## src/rtl/vec_addsub_pkg.sv

```systemverilog
// frodo_pkg: shared encodings, FSM state type and default width for the FrodoKEM vector engines
package frodo_pkg;
    localparam int DEF_WIDTH = 16;
    localparam logic [2:0] SEC_L1 = 3'b001;
    localparam logic [2:0] SEC_L3 = 3'b011;
    localparam logic [2:0] SEC_L5 = 3'b101;
    localparam logic OP_SUB = 1'b0;
    localparam logic OP_ADD = 1'b1;
    typedef enum logic [1:0] {IDLE, RUN, DRAIN} state_t;
endpackage

```

## src/rtl/vec_addsub_if.sv

```systemverilog
// vec_addsub_if: burst control, input beat and output beat signals of the vector add/sub engine
interface vec_addsub_if #(
    parameter int WIDTH = 16,
    parameter int LANES = 4,
    parameter int CNT_W = 16
);
    logic                   i_start;
    logic [2:0]             i_sec_lev;
    logic                   i_op;
    logic [CNT_W-1:0]       i_len;
    logic                   i_valid;
    logic                   o_ready;
    logic [LANES*WIDTH-1:0] i_a;
    logic [LANES*WIDTH-1:0] i_b;
    logic                   o_valid;
    logic                   i_ready;
    logic [LANES*WIDTH-1:0] o_c;
    logic                   o_last;
    logic                   o_done;
    logic                   o_busy;

    modport master (
        output i_start, i_sec_lev, i_op, i_len, i_valid, i_a, i_b, i_ready,
        input  o_ready, o_valid, o_c, o_last, o_done, o_busy
    );

    modport slave (
        input  i_start, i_sec_lev, i_op, i_len, i_valid, i_a, i_b, i_ready,
        output o_ready, o_valid, o_c, o_last, o_done, o_busy
    );
endinterface

```

## src/rtl/vec_addsub_lane.sv

```systemverilog
// lane_addsub: one combinational lane of modular add/sub with level-1 top-bit masking
module lane_addsub
    import frodo_pkg::*;
#(
    parameter int WIDTH = DEF_WIDTH
) (
    input  logic [WIDTH-1:0] a,
    input  logic [WIDTH-1:0] b,
    input  logic             op,
    input  logic             l1,
    output logic [WIDTH-1:0] c
);
    // q is a power of two, so dropping the carry/borrow out of the top bit is the full reduction
    always_comb c = ((op == OP_ADD) ? a + b : a - b) & {~l1, {(WIDTH-1){1'b1}}};
endmodule

```

## src/rtl/vec_addsub.sv

```systemverilog
// vec_addsub: burst FSM, beat counter and stallable pipeline; VEC_ADDSUB_OREG_EN adds an output stage
module vec_addsub
    import frodo_pkg::*;
#(
    parameter int WIDTH = DEF_WIDTH,
    parameter int LANES = 4,
    parameter int CNT_W = 16
) (
    input logic         i_clk,
    input logic         i_rst,
    vec_addsub_if.slave bus
);
    localparam int DW = LANES * WIDTH;

    state_t           state_q, state_d;
    logic [CNT_W-1:0] rem_q, rem_d;
    logic             lvl1_q, lvl1_d;
    logic             op_q, op_d;
    logic             done_q, done_d;
    logic             s1_valid_q, s1_valid_d;
    logic             s1_last_q, s1_last_d;
    logic [DW-1:0]    s1_c_q, s1_c_d;
    logic [DW-1:0]    res;
    logic             out_valid, out_last, advance, ready, in_hs;
    logic [DW-1:0]    out_c;

    for (genvar k = 0; k < LANES; k++) begin : gen_lane
        lane_addsub #(.WIDTH(WIDTH)) u_lane (
            .a  (bus.i_a[k*WIDTH +: WIDTH]),
            .b  (bus.i_b[k*WIDTH +: WIDTH]),
            .op (op_q),
            .l1 (lvl1_q),
            .c  (res[k*WIDTH +: WIDTH])
        );
    end

    // Handshake, burst FSM next state and first pipeline stage
    always_comb begin
        advance    = !out_valid || bus.i_ready;
        ready      = (state_q == RUN) && (rem_q != '0) && advance;
        in_hs      = bus.i_valid && ready;
        state_d    = state_q;
        rem_d      = rem_q;
        lvl1_d     = lvl1_q;
        op_d       = op_q;
        done_d     = 1'b0;
        s1_valid_d = advance ? in_hs : s1_valid_q;
        s1_last_d  = advance ? (in_hs && rem_q == CNT_W'(1)) : s1_last_q;
        s1_c_d     = in_hs ? res : s1_c_q;
        case (state_q)
            IDLE: if (bus.i_start) begin
                lvl1_d  = (bus.i_sec_lev == SEC_L1);
                op_d    = bus.i_op;
                rem_d   = bus.i_len;
                done_d  = (bus.i_len == '0);
                state_d = (bus.i_len == '0) ? IDLE : RUN;
            end
            RUN: if (in_hs) begin
                rem_d   = rem_q - CNT_W'(1);
                state_d = (rem_q == CNT_W'(1)) ? DRAIN : RUN;
            end
            DRAIN: if (out_valid && bus.i_ready && out_last) begin
                done_d  = 1'b1;
                state_d = IDLE;
            end
            default: state_d = IDLE;
        endcase
    end

    // Control state and first pipeline stage registers
    always_ff @(posedge i_clk) begin
        if (i_rst) begin
            state_q    <= IDLE;
            rem_q      <= '0;
            lvl1_q     <= 1'b0;
            op_q       <= 1'b0;
            done_q     <= 1'b0;
            s1_valid_q <= 1'b0;
            s1_last_q  <= 1'b0;
            s1_c_q     <= '0;
        end else begin
            state_q    <= state_d;
            rem_q      <= rem_d;
            lvl1_q     <= lvl1_d;
            op_q       <= op_d;
            done_q     <= done_d;
            s1_valid_q <= s1_valid_d;
            s1_last_q  <= s1_last_d;
            s1_c_q     <= s1_c_d;
        end
    end

`ifdef VEC_ADDSUB_OREG_EN
    logic          s2_valid_q, s2_valid_d;
    logic          s2_last_q, s2_last_d;
    logic [DW-1:0] s2_c_q, s2_c_d;

    // Output stage takes whatever stage 1 holds whenever the pipeline advances
    always_comb begin
        s2_valid_d = advance ? s1_valid_q : s2_valid_q;
        s2_last_d  = advance ? s1_last_q : s2_last_q;
        s2_c_d     = (advance && s1_valid_q) ? s1_c_q : s2_c_q;
    end

    // Output stage registers
    always_ff @(posedge i_clk) begin
        if (i_rst) begin
            s2_valid_q <= 1'b0;
            s2_last_q  <= 1'b0;
            s2_c_q     <= '0;
        end else begin
            s2_valid_q <= s2_valid_d;
            s2_last_q  <= s2_last_d;
            s2_c_q     <= s2_c_d;
        end
    end

    assign out_valid = s2_valid_q;
    assign out_last  = s2_last_q;
    assign out_c     = s2_c_q;
`else
    assign out_valid = s1_valid_q;
    assign out_last  = s1_last_q;
    assign out_c     = s1_c_q;
`endif

    assign bus.o_ready = ready;
    assign bus.o_valid = out_valid;
    assign bus.o_last  = out_last;
    assign bus.o_c     = out_c;
    assign bus.o_done  = done_q;
    assign bus.o_busy  = (state_q != IDLE);
endmodule

```

## src/flat_wrapper.sv

```systemverilog
// flat-port wrapper written by rule: the top's interface ports become plain ports
module vec_addsub_flat import frodo_pkg::*;
#(
    parameter int WIDTH = DEF_WIDTH,
    parameter int LANES = 4,
    parameter int CNT_W = 16
)
  (i_clk, i_rst, bus_i_start, bus_i_sec_lev, bus_i_op, bus_i_len, bus_i_valid, bus_i_a, bus_i_b, bus_i_ready, bus_o_ready, bus_o_valid, bus_o_c, bus_o_last, bus_o_done, bus_o_busy);
  vec_addsub_if #(.WIDTH(WIDTH), .LANES(LANES), .CNT_W(CNT_W)) bus_i ();
  input logic i_clk;
  input logic i_rst;
  input wire logic [$bits(bus_i.i_start)-1:0] bus_i_start;
  input wire logic [$bits(bus_i.i_sec_lev)-1:0] bus_i_sec_lev;
  input wire logic [$bits(bus_i.i_op)-1:0] bus_i_op;
  input wire logic [$bits(bus_i.i_len)-1:0] bus_i_len;
  input wire logic [$bits(bus_i.i_valid)-1:0] bus_i_valid;
  input wire logic [$bits(bus_i.i_a)-1:0] bus_i_a;
  input wire logic [$bits(bus_i.i_b)-1:0] bus_i_b;
  input wire logic [$bits(bus_i.i_ready)-1:0] bus_i_ready;
  output wire logic [$bits(bus_i.o_ready)-1:0] bus_o_ready;
  output wire logic [$bits(bus_i.o_valid)-1:0] bus_o_valid;
  output wire logic [$bits(bus_i.o_c)-1:0] bus_o_c;
  output wire logic [$bits(bus_i.o_last)-1:0] bus_o_last;
  output wire logic [$bits(bus_i.o_done)-1:0] bus_o_done;
  output wire logic [$bits(bus_i.o_busy)-1:0] bus_o_busy;
  assign bus_i.i_start = bus_i_start;
  assign bus_i.i_sec_lev = bus_i_sec_lev;
  assign bus_i.i_op = bus_i_op;
  assign bus_i.i_len = bus_i_len;
  assign bus_i.i_valid = bus_i_valid;
  assign bus_i.i_a = bus_i_a;
  assign bus_i.i_b = bus_i_b;
  assign bus_i.i_ready = bus_i_ready;
  assign bus_o_ready = bus_i.o_ready;
  assign bus_o_valid = bus_i.o_valid;
  assign bus_o_c = bus_i.o_c;
  assign bus_o_last = bus_i.o_last;
  assign bus_o_done = bus_i.o_done;
  assign bus_o_busy = bus_i.o_busy;
  vec_addsub #(.WIDTH(WIDTH), .LANES(LANES), .CNT_W(CNT_W)) u_core (.i_clk(i_clk), .i_rst(i_rst), .bus(bus_i));
endmodule
```

## config.mk

```make
export PLATFORM = sky130hd
export DESIGN_NAME = vec_addsub_flat
export DESIGN_NICKNAME = d
export VERILOG_FILES = /design/src/rtl/vec_addsub_pkg.sv /design/src/rtl/vec_addsub_if.sv /design/src/rtl/vec_addsub_lane.sv /design/src/rtl/vec_addsub.sv /design/src/flat_wrapper.sv
export SDC_FILE = /design/constraint.sdc
export NUM_CORES = 1
export LEC_CHECK = 0
export CORE_AREA = 2 2 166 168
export CTS_BUF_LIST = sky130_fd_sc_hd__clkbuf_8
export DETAILED_ROUTE_END_ITERATION = 10
export DIE_AREA = 0 0 168 170
export SLEW_MARGIN = 20
export SYNTH_ARGS = -nofsm -noshare
export SYNTH_HDL_FRONTEND = slang
export SYNTH_SLANG_ARGS = --single-unit
```

## constraint.sdc

```tcl
create_clock -name i_clk -period 5 [get_ports i_clk]
set_input_delay 0.75 -clock i_clk [delete_from_list [all_inputs] [get_ports i_clk]]
set_output_delay 0.75 -clock i_clk [all_outputs]
set_load 0.005 [all_outputs]
```

# After elaboration in Yosys (flattened, before gate mapping)
# Cells that the tools add are included.
# word_totals
n_memories	0
romBits	0
output_inout_bits	69
reg_bits	87
mem_bits_rw	0
latch_bits	0
input_bits	153
# op_classes
n_lt_le_gt_ge	0
n_mul	0
bitwise	5
muxes	16
shift	0
n_reduce_logical	16
div_mod_pow	0
add_sub_neg	9
n_eq_ne	7
# op_table
operator	n
$mux W16	6
$add A16 B16 Y16	4
$and A16 B16 Y16	4
$sub A16 B16 Y16	4
$pmux W16 S2	1
$eq A16 B1 Y1 const B	1
$logic_not A16 Y1	1
$reduce_bool A16 Y1	1
$sub A16 B1 Y16 const B	1
$mux W2	4
$logic_and A1 B1 Y1	6
$pmux W2 S3	1
$reduce_and A3 Y1	2
$ne A2 B1 Y1 const B	2
$reduce_bool A2 Y1	2
$eq A3 B1 Y1 const B	1
$mux W1	3
$eq A2 B1 Y1 const B	1
$eq A2 B2 Y1 const B	1
$logic_not A2 Y1	1
$ne A2 B2 Y1 const B	1
$pmux W1 S2	1
$reduce_and A2 Y1	1
$logic_not A1 Y1	1
2 further kinds	2

# Logic depth before layout (Yosys ltp)
# logic_depth
depth_word	6
ltp_mapped	14

# Hierarchy
# From an unflattened synthesis, not the netlist that was laid out.
# hier_totals
hier_cells	1063
hier_area_um2	8086.5
# modules_own_cells
mod	n_inst	seq_area_each_um2	area_per_inst_um2	cells_per_inst
vec_addsub	1	1741.7	3681.0	471
lane_addsub (u_core.gen_lane[2].u_lane)	1	0.0	1122.3	146
lane_addsub (u_core.gen_lane[1].u_lane)	1	0.0	1111.1	153
lane_addsub (u_core.gen_lane[0].u_lane)	1	0.0	1086.0	148
lane_addsub (u_core.gen_lane[3].u_lane)	1	0.0	1086.0	145

# Worst setup path before layout
# No wires, ideal clock.
# synth_path
path_type	input -> register
start	in bus_i_b[48]
end	reg u_core.s1_c_q[63] (netlist: u_core.bus.o_c[63])
setup_time_ns	0.062
arrival_ns	3.117
setup_slack_ns	1.821
cell_stages	13
n_path_buf	0
path_cell_list	inv_1 > ha_1 > nand2b_1 > nor4_1 > a21oi_1 > xor2_1 > ha_1 > and4_1 > a21oi_1 > nand4_1 > o221a_2 > or3_1 > nand3_1
# synth_via
elab_chain_len	3
word_cells_on_any_way	4
# synth_rtl
element	line	source
from (decl)	flat_wrapper.sv:18	input wire logic [$bits(bus_i.i_b)-1:0] bus_i_b;
$sub A16 B16 Y16 or $add A16 B16 Y16 (tied branches)	vec_addsub_lane.sv:14	always_comb c = ((op == OP_ADD) ? a + b : a - b) & {~l1, {(WIDTH-1){1'b1}}};
$mux W16 (*)	vec_addsub_lane.sv:14	
$and A16 B16 Y16 (*)	vec_addsub_lane.sv:14	
to (signal assigned)	vec_addsub.sv:80	s1_c_q <= '0;
to (signal assigned)	vec_addsub.sv:89	s1_c_q <= s1_c_d;
to (decl)	vec_addsub.sv:22	logic [DW-1:0] s1_c_q, s1_c_d;
# Every way passes the cells marked *; elsewhere a longest branch is shown, timed or not.
# A chain may end at the register's enable or synchronous reset.

# Worst setup path in the final report
# Same ends and word-level chain as after synthesis.

==> flow_metrics.env <==
export IMPL_synth_edf_count=0
export IMPL_ys_top_cells_by_area="dfxtp_1 22%, ha_1 12%, a21oi_1 8.0%"
export IMPL_cts_buffer_depth=2
export IMPL_critPathKind="primary input to flip-flop"
export IMPL_drive_gt1_share_pct=4.98
export IMPL_fill_cells=2753
export IMPL_cts_max_level=3
export IMPL_cp_start_kind="primary input"
export IMPL_synth_top_cells_by_count="126 x a21oi_1, 121 x nand2_1, 87 x dfxtp_1, 85 x nor2_1, 78 x ha_1"
export IMPL_synth_simple_gate_area_share_pct=22.0
export IMPL_slowest_delay_ns=0.48
export IMPL_cts_root_buf="clkbuf_8"
export IMPL_finalHoldViolations=0
export IMPL_yosysTopAreaCellShare_pct=22.1
export IMPL_seq_area_frac_synth_pct=22.1
export IMPL_grt_use_total_pct=16.7
export IMPL_cts_buffers=9
export IMPL_crit_buf_inv=2
export IMPL_async_flop_share_pct=0
export IMPL_worstPathMaxFanout=4
export IMPL_synthFlopType="dfxtp_1"
export IMPL_post_cts_resized=0
export IMPL_synth_warnings=0
export IMPL_synth_xor_area_share_pct=11.4
export IMPL_dieWidth_um=168
export IMPL_synth_nets=1260
export IMPL_grt_pass1_wl_um=38900
export IMPL_hold_buffers=0
export IMPL_die_h_um=170
export IMPL_total_power_mw=2.56
export IMPL_routed_wl_um=24600
export IMPL_place_congestion=0.881
export IMPL_status="completed"
export IMPL_post_synth_top_count_cell="a21oi_1"
export IMPL_portBuffers=221
export IMPL_utilization_pct=39.8
export IMPL_hp_class="flip-flop to flip-flop"
export IMPL_leakage_nw=3.98
export IMPL_fmax_mhz=276
export IMPL_dieArea_um2=28600
export IMPL_synth_seq_cells=87
export IMPL_slew_violations=0
export IMPL_min_period_ns=3.63
export IMPL_cp_end_kind="flip-flop"
export IMPL_synth_compound_area_share_pct=26.5
export IMPL_post_drt_wl_per_cell_um=15.7
export IMPL_pin_count=222
export IMPL_drv_cap=0
export IMPL_skew_ns=0.0149
export IMPL_vias=8066
export IMPL_syn_to_final_growth_pct=34.3
export IMPL_synth_top_family_by_area="compound AO/OA/AOI/OAI gates"
export IMPL_holdWs_ns=0.452
export IMPL_syn_area_um2=7890
export IMPL_cp_slowest_cell="nor4_1"
export IMPL_synth_top_area_cell="dfxtp_1"
export IMPL_core_region_area_um2=26700
export IMPL_ant_nets=0
export IMPL_final_net_count=1456
export IMPL_cts_num_sinks=87
export IMPL_relSlewSlack_pct=32.6
export IMPL_postCtsSetupRepairBufs=0
export IMPL_crit_chain="clkdlybuf4s50_1 -> inv_1 -> ha_1 -> nand2b_1 -> nor4_1 -> a21oi_1 -> xor2_1 -> ha_1 -> and4_1 -> a21oi_1 -> nand4_1 -> o221a_2 -> or3_1 -> nand3_1"
export IMPL_fin_crit_sh_pct=72.5
export IMPL_drt_pass1_iter_count=5
export IMPL_grt_overflow=0
export IMPL_syn_area_per_cell_um2=7.70
export IMPL_cp_arrival_ns=3.94
export IMPL_synthAdderAreaFrac_pct=13.4
export IMPL_yosysUniqueCellTypes=76
export IMPL_grt_pass1_vias=7617
export IMPL_setup_viol=0
export IMPL_drt_iter0_drc=375
export IMPL_drcViolationCount=0
export IMPL_viasPerCell=5.14
export IMPL_cts_tree="done"
export IMPL_initial_core_util_pct=29.6
export IMPL_irDropWorstVdd_uv=156
export IMPL_rsz0062_at_grt="false"
export IMPL_fin_tns_setup_ns=0
export IMPL_grt_max_degree=46
export IMPL_rows=60
export IMPL_muxShareOfSynthArea_pct=0.824
export IMPL_path_clk_slew_ns=0.09
export IMPL_clock_latency_ns=0.37
export IMPL_antenna_found_initial=0
export IMPL_max_slew_worst_pin_slew_ns=1.01
export IMPL_powerDensity_nw_per_um2=242
export IMPL_critical_path_required_ns=5.31
export IMPL_syn_inst=1025
export IMPL_path_delay_family="simple AND/OR/NAND/NOR gates"
export IMPL_hpwlAfterDp_um=19500
## tightest hold or removal path, stage by stage (launching register included)
cell and delay, ns:
dfxtp_1 0.32, nand2_1 0.05, o21ai_1 0.05
## per-stage QoR
step	cells	instance area [µm²]	worst slack (ns)
detailed placement	1551	10400	1.00
global route	1567	10600	1.10
floorplan	1025	7890	1.82
CTS	1567	10600	1.39
finish	1568	10600	1.37
global placement	1551	10400	1.04
## kinds of logic (layout without fill, tap and decap cells)
kind of cell | after synthesis | in the layout
other cells | 0 | 1
fa+ha+maj | 82 | 82
simple gates | 358 | 358
compound gates | 321 | 321
mux | 6 | 6
xor+xnor | 103 | 103
buf+inv | 68 | 269
flops | 87 | 87
## routing by layer
layer	routed length (µm)	GRT usage, %	up-vias
li1	-	-	4129
met1	11200	20.7	3718
met2	11700	29.5	193
met3	1180	2.84	26
met4	483	5.29	0
met5	0	0	-
## power breakdown
part | leakage (nW) | internal (mW) | total, mW | switching (mW)
sequential | 0.710 | 0.749 | 0.794 | 0.0449
clock | 0.118 | 0.294 | 0.560 | 0.267
combinational | 3.15 | 0.571 | 1.21 | 0.636
total | 3.98 | 1.61 | 2.56 | 0.948
## cell type report
class | instances | area, µm² | area share [%]
multi-input cells | 870 | 5860 | 55.2
diodes | 1 | 2.50 | 0.0236
clock inverters | 6 | 82.6 | 0.779
inverters | 25 | 93.8 | 0.885
flip-flops and latches | 87 | 1740 | 16.4
clock buffers | 10 | 138 | 1.30
well taps | 341 | 427 | 4.02
repair buffers | 228 | 2260 | 21.3
## flip-flops by register name, indices dropped and copies added, names as in the netlist
register            count
u_core.bus.o_valid      1
u_core.op_q             1
u_core.bus.o_c         64
u_core.lvl1_q           1
u_core.rem_q           16
u_core.state_q          2
u_core.bus.o_last       1
u_core.bus.o_done       1
## final timing paths
kind | from | endpoint | slack (ns) | depth (start not counted)
setup / recovery | bus_i_b[48] | u_core.bus.o_c[63] | 1.37 | 14
hold / removal | u_core.bus.o_c[45] | u_core.bus.o_c[45] | 0.45 | 2
setup reg to reg | u_core.op_q | u_core.bus.o_c[47] | 1.79 | 9
hold reg to reg | u_core.bus.o_c[45] | u_core.bus.o_c[45] | 0.45 | 2
## layout by cell type, fill, tap and decap left out, types with 10 or more instances in the layout
cell type / synthesis / layout
a211oi_2: 15 / 15
a21o_1: 20 / 20
a21oi_1: 126 / 126
a31oi_1: 18 / 18
clkbuf_8: 0 / 10
clkdlybuf4s50_1: 0 / 220
dfxtp_1: 87 / 86
ha_1: 78 / 78
inv_1: 24 / 25
nand2_1: 121 / 121
nand3_1: 35 / 35
nor2_1: 85 / 85
nor3_1: 31 / 31
nor4_1: 18 / 18
o21a_1: 10 / 10
o21ai_0: 39 / 39
o21ai_1: 15 / 15
xnor2_1: 47 / 47
xor2_1: 56 / 56
Power figures use the tool's default switching activity.
